$ cat src/rtl/uart_tx_sched.sv
// Round-robin scheduler sharing one UART TX serializer among NUM_REQ requesters.
// Optional watchdog (cycle limit WDOG_CYCLES, sticky err) is built when UART_TX_SCHED_WDOG_EN is defined.
module uart_tx_sched #(
    parameter int NUM_REQ     = 4,
    parameter int DATA_BIT    = 8,
    parameter int MAX_BURST   = 16,
    parameter int WDOG_CYCLES = 2000000
) (
    input  logic                             clk,
    input  logic                             rst,
    input  logic [NUM_REQ-1:0]               req,
    input  logic [NUM_REQ-1:0][DATA_BIT-1:0] req_data,
    input  logic [NUM_REQ-1:0]               req_last,
    output logic [NUM_REQ-1:0]               gnt,
    output logic                             tx_start,
    output logic [DATA_BIT-1:0]              tx_data,
    input  logic                             tx_busy,
    input  logic                             tx_done,
    output logic [$clog2(NUM_REQ)-1:0]       owner,
    output logic                             active,
    output logic                             err
);
    localparam int OW = $clog2(NUM_REQ);
    localparam logic [7:0] BURST_LAST = 8'(MAX_BURST - 1);

    typedef enum logic [1:0] {IDLE, LOAD, WAIT_DONE} state_t;

    state_t              state_q, state_d;
    logic [OW-1:0]       owner_q, owner_d;
    logic [OW-1:0]       rr_ptr_q, rr_ptr_d;
    logic                active_q, active_d;
    logic                last_q, last_d;
    logic [7:0]          burst_cnt_q, burst_cnt_d;
    logic [DATA_BIT-1:0] tx_data_q, tx_data_d;
    logic [OW-1:0]       winner;
    logic                found;
    logic [OW-1:0]       owner_inc;
    logic                timeout;
    logic                rel_now;

    // First requesting index at or after rr_ptr, wrapping modulo NUM_REQ.
    always_comb begin
        int idx;
        idx    = 0;
        winner = '0;
        found  = 1'b0;
        for (int i = 0; i < NUM_REQ; i++) begin
            idx = (int'(rr_ptr_q) + i) % NUM_REQ;
            if (!found && req[OW'(idx)]) begin
                found  = 1'b1;
                winner = OW'(idx);
            end
        end
    end

    assign owner_inc = (owner_q == OW'(NUM_REQ - 1)) ? '0 : owner_q + OW'(1);

`ifdef UART_TX_SCHED_WDOG_EN
    localparam int WW = $clog2(WDOG_CYCLES + 1);

    logic [WW-1:0] wdog_q, wdog_d;
    logic          err_q, err_d;

    assign timeout = (state_q != IDLE) && (wdog_q == WW'(WDOG_CYCLES - 1));

    // Counter restarts whenever the FSM enters a new state, so each wait is bounded on its own.
    always_comb begin
        wdog_d = wdog_q + WW'(1);
        if (state_q == IDLE || state_d != state_q) begin
            wdog_d = '0;
        end
        err_d = err_q | timeout;
    end

    always_ff @(posedge clk) begin
        if (rst) begin
            wdog_q <= '0;
            err_q  <= 1'b0;
        end else begin
            wdog_q <= wdog_d;
            err_q  <= err_d;
        end
    end

    assign err = err_q;
`else
    assign timeout = 1'b0;
    assign err     = 1'b0;
`endif

    always_comb begin
        state_d     = state_q;
        owner_d     = owner_q;
        rr_ptr_d    = rr_ptr_q;
        active_d    = active_q;
        last_d      = last_q;
        burst_cnt_d = burst_cnt_q;
        tx_data_d   = tx_data_q;
        gnt         = '0;
        tx_start    = 1'b0;
        rel_now     = 1'b0;
        case (state_q)
            IDLE: begin
                if (found) begin
                    owner_d     = winner;
                    active_d    = 1'b1;
                    burst_cnt_d = '0;
                    state_d     = LOAD;
                end
            end
            LOAD: begin
                if (timeout) begin
                    rel_now = 1'b1;
                end else if (!tx_busy) begin
                    tx_start       = 1'b1;
                    gnt[owner_q]   = 1'b1;
                    tx_data_d      = req_data[owner_q];
                    last_d         = req_last[owner_q];
                    state_d        = WAIT_DONE;
                end
            end
            WAIT_DONE: begin
                if (timeout) begin
                    rel_now = 1'b1;
                end else if (tx_done) begin
                    if (!last_q && (burst_cnt_q < BURST_LAST) && req[owner_q]) begin
                        burst_cnt_d = burst_cnt_q + 8'd1;
                        state_d     = LOAD;
                    end else begin
                        rel_now = 1'b1;
                    end
                end
            end
            default: state_d = IDLE;
        endcase
        if (rel_now) begin
            state_d     = IDLE;
            active_d    = 1'b0;
            rr_ptr_d    = owner_inc;
            burst_cnt_d = '0;
        end
    end

    always_ff @(posedge clk) begin
        if (rst) begin
            state_q     <= IDLE;
            owner_q     <= '0;
            rr_ptr_q    <= '0;
            active_q    <= 1'b0;
            last_q      <= 1'b0;
            burst_cnt_q <= '0;
            tx_data_q   <= '0;
        end else begin
            state_q     <= state_d;
            owner_q     <= owner_d;
            rr_ptr_q    <= rr_ptr_d;
            active_q    <= active_d;
            last_q      <= last_d;
            burst_cnt_q <= burst_cnt_d;
            tx_data_q   <= tx_data_d;
        end
    end

    // The byte is visible in the same cycle as tx_start and held afterwards.
    assign tx_data = tx_data_d;
    assign owner   = owner_q;
    assign active  = active_q;
endmodule

$ cat config.mk
export PLATFORM = sky130hd
export DESIGN_NAME = uart_tx_sched
export DESIGN_NICKNAME = d
export VERILOG_FILES = /design/src/rtl/uart_tx_sched.sv
export SDC_FILE = /design/constraint.sdc
export NUM_CORES = 1
export LEC_CHECK = 0
export CAP_MARGIN = 20
export CORE_MARGIN = 2
export CORE_UTILIZATION = 40
export DETAILED_ROUTE_END_ITERATION = 10
export PLACE_DENSITY = 0.76
export SYNTH_ARGS = -nofsm -noshare
export SYNTH_HDL_FRONTEND = slang
export SYNTH_SLANG_ARGS = --single-unit
$ cat constraint.sdc
create_clock -name clk -period 2.3 [get_ports clk]
set_clock_uncertainty 0.1 [all_clocks]
set_input_delay 0.575 -clock clk [delete_from_list [all_inputs] [get_ports clk]]
set_output_delay 0.575 -clock clk [all_outputs]
set_load 0.05 [all_outputs]
==> metrics.csv <==
stage,metric,value,unit
yosys,register area share after synthesis,33.1,%
power,Worst IR Drop VDD,0.414,mV
yosys,synthesized instance count,148,
yosys,dominant cell type by area after synthesis,dfxtp_1,
finish,final instance area,2520,um^2
placement,Inst Count DP,264,
grt,pin count of the biggest net entering global routing,17,
grt,number of global-route vias before repair,1560,
power,fraction of power consumed by sequential logic,36.1,%
grt,antenna violations before repair,0,
route,DR iter-0 viols,62,
grt,Tot GR Track Use,23.6,%
setup_path,"Data required, critical path",1.62,ns
yosys,XOR/XNOR Fraction of Synth Area,0,%
setup_path,crit-path cells,buf_12 -> mux4_2 -> mux2_4 -> buf_8,
clocking,CTS Buffer Depth,2,
yosys,Synth Area in Simple Gates,20.8,%
yosys,synth warn,0,
timing,minimum clock period,2.48,ns
status,failing checks,negative setup slack,
floorplanning,Horiz. Die Dim,64.3,um
setup_path,Crit Path Max Fanout,5,
clocking,CTS tree,built,
timing,Final Hold Fails,0,
floorplanning,Starting Density,42.5,%
power,power share of the clock group,18.1,%
power,Switching Share,33.3,%
route,Residual DRC,0,
power,Static Leakage,1.05,nW
setup_path,Critical Path AT,1.80,ns
timing,Slew @ Worst Pin,0.563,ns
route,vias,1580,
floorplanning,Ports,61,
floorplanning,height of the die,64.3,um
yosys,synthesized flop and latch total,24,
timing,fin crit share,108,%
yosys,mean post-synth cell area,9.82,um^2
status,status,"complete, but fails checks",
placement,DP Wirelength,3.30,mm
timing,RSZ-0062 raised after global routing,true,
grt,wire length of the first global-routing pass,7.58,mm
yosys,Netlist cell types,39,
power,Power Dens Cells,498,nW/um^2
timing,worst relative slew slack,62.1,%
min_path,Hold Path Class,register to register,
route,Routed Antenna Nets,0,
yosys,mapped cell area,1450,um^2
clocking,# hold bufs at CTS,0,
yosys,Syn Nets,197,
clocking,H-tree depth,1,
timing,post-route setup TNS,-1.28,ns
route,router iterations before antenna repair,4,
clocking,clock sink total,24,
yosys,Compound-Gate Fraction of Synth Area,12.3,%
timing,setup violators final,9,
route,total wire length,5.09,mm
yosys,"EDFF count, synth",0,
grt,grt ovf,0,
power,Logic pwr share,45.8,%
placement,placed cell areas,2250,um^2
placement,port bufs,59,
setup_path,kind of critical path,register to output port,
power,Tot Pwr,1.26,mW
finish,"Cell Count, Final, Fillers Out",279,
finish,layout cells sized above 1,37.3,%
timing,max frequency,404,MHz
power,Net Sw Power,419,uW
floorplanning,core area,3420,um^2
job,Max-Cap Viols,0,
timing,fin worst setup slack,-0.177,ns
yosys,largest family of logic cells by synthesized area,multiplexers,
yosys,fraction of synthesized area in multiplexers,24.4,%
timing,final slew viol count,0,
setup_path,crit end category,output port,
power,Internal Pwr Total,837,uW
setup_path,CP max stage cell,mux4_2,
floorplanning,Die ar.,4130,um^2
clocking,clk root buf,clkbuf_4,
route,Routed WL per cell,18.2,um
finish,area grow syn2layout,73.6,%
clocking,Clock Latency Late Sink,0.32,ns
yosys,predominant post-synthesis flop cell,dfxtp_1,
clocking,Worst-path clk slew,0.14,ns
setup_path,max incr delay on CP,0.50,ns
finish,nets@finish,283,
yosys,Synth async-reset ratio,0,%
route,vias per cell,5.66,
finish,ANT cells,0,
yosys,top post-synthesis cells by area,"dfxtp_1 (33%), mux4_2 (12%), mux2_2 (7.0%)",
setup_path,Critical Path Source Type,register,
clocking,total CTS buffers,3,
yosys,post-synthesis adder-cell area fraction,4.31,%
floorplanning,Rows,21,
yosys,top cell type's share of synthesized area,33.1,%
placement,GP Congestion,0.883,
-- power by group through the flow --
stage / Combinational, mW / Sequential, mW / Clock [mW]
finish: 0.575 / 0.453 / 0.227
global route: 0.605 / 0.455 / 0.247
CTS: 0.553 / 0.452 / 0.234
detailed placement: 0.468 / 0.467 / 0
global placement: 0.453 / 0.466 / 0
floorplan: 0.256 / 0.473 / 0
-- per-stage QoR --
| stage | hold slack (ns) | setup WS, ns | utilization [%] |
|---|---|---|---|
| after global placement | 0.359 | -0.303 | 65.9 |
| after CTS | 0.402 | -0.157 | 72.1 |
| after global routing | 0.434 | -0.211 | 73.8 |
| final | 0.392 | -0.177 | 73.8 |
| after detailed placement | 0.367 | -0.348 | 65.9 |
| after floorplan | 0.358 | 0.0283 | - |
-- what timing repair did --
action	in CTS	in global routing
endpoints found under the setup margin	13	15
gates resized for setup	70	14
pin swaps	1	3
cloned	1	0
setup buffers	10	2
-- cell type report --
cell class | count | area (um^2)
repair buffers | 90 | 935
multi-input cells | 109 | 981
flip-flops and latches | 24 | 488
fillers | 227 | 893
inverters | 6 | 25.0
clock buffers | 4 | 36.3
well taps | 46 | 57.6
-- worst max-delay path: cells and delay by family (launching register included) --
family / cells / cell delay, ns
multiplexers: 2 / 0.80
buffers and inverters: 2 / 0.28
flip-flops: 1 / 0.40
-- state kept, by name (all words and copies together) (netlist names) --
signal,cells
burst_cnt_q,8
state_q,2
active,1
rr_ptr_q,2
owner,2
tx_data_q,8
last_q,1
-- metal layers --
metal | wire length [um] | track usage (%) | vias up | part of all wire, %
met5 | 0 | 0 | - | 0
met4 | 69 | 5.59 | 0 | 1.4
met3 | 368 | 6.16 | 8 | 7.2
met2 | 2740 | 46.5 | 75 | 54
met1 | 1910 | 24.5 | 773 | 37
li1 | - | - | 724 | -
-- Yosys cell counts, drive strengths merged (2+ instances only) --
| cell type | instances |
|---|---|
| mux2i | 2 |
| and3 | 2 |
| nand3 | 6 |
| clkbuf | 4 |
| nor4 | 2 |
| nor3b | 2 |
| mux2 | 9 |
| nor2 | 6 |
| nor2b | 9 |
| or4 | 2 |
| a21oi | 13 |
| nand2 | 6 |
| o21ai | 5 |
| dfxtp | 24 |
| nor3 | 8 |
| and2 | 5 |
| ha | 5 |
| a41oi | 2 |
| buf | 5 |
| inv | 6 |
| a21o | 2 |
| mux4 | 10 |
-- logic make-up (layout without fill, tap and decap cells) --
kind of cell,count (synthesis),in the layout
flip-flops,24,24
buffers and inverters,15,100
adder cells (fa/ha/maj),5,5
AND/OR/NAND/NOR,53,53
other,1,1
AO/OA/AOI/OAI,29,29
multiplexers,21,21
-- worst paths after layout --
path                    startpoint                        to  slack (ns)  depth (start not counted)
max          owner[0]$_SDFFE_PP0P_                tx_data[7]       -0.18                          4
min            active$_SDFFE_PP0P_       active$_SDFFE_PP0P_        0.39                          2
max reg2reg  owner[0]$_SDFFE_PP0P_  rr_ptr_q[0]$_SDFFE_PP0P_        0.20                          6
min reg2reg    active$_SDFFE_PP0P_       active$_SDFFE_PP0P_        0.39                          2
-- layout by cell type, fill, tap and decap left out, types with 3 or more instances in the layout --
cell	instances
nand2_1	6
ha_1	3
mux2_4	8
buf_4	26
buf_12	8
and2_4	4
a21oi_1	11
nor3_1	7
nor2b_1	9
dfxtp_1	22
nand3_1	6
clkdlybuf4s50_1	10
o21ai_0	5
inv_1	5
buf_6	3
clkbuf_4	3
nor2_1	6
mux4_2	10
dlygate4sd2_1	32
buf_8	8
Power figures use the tool's default switching activity.
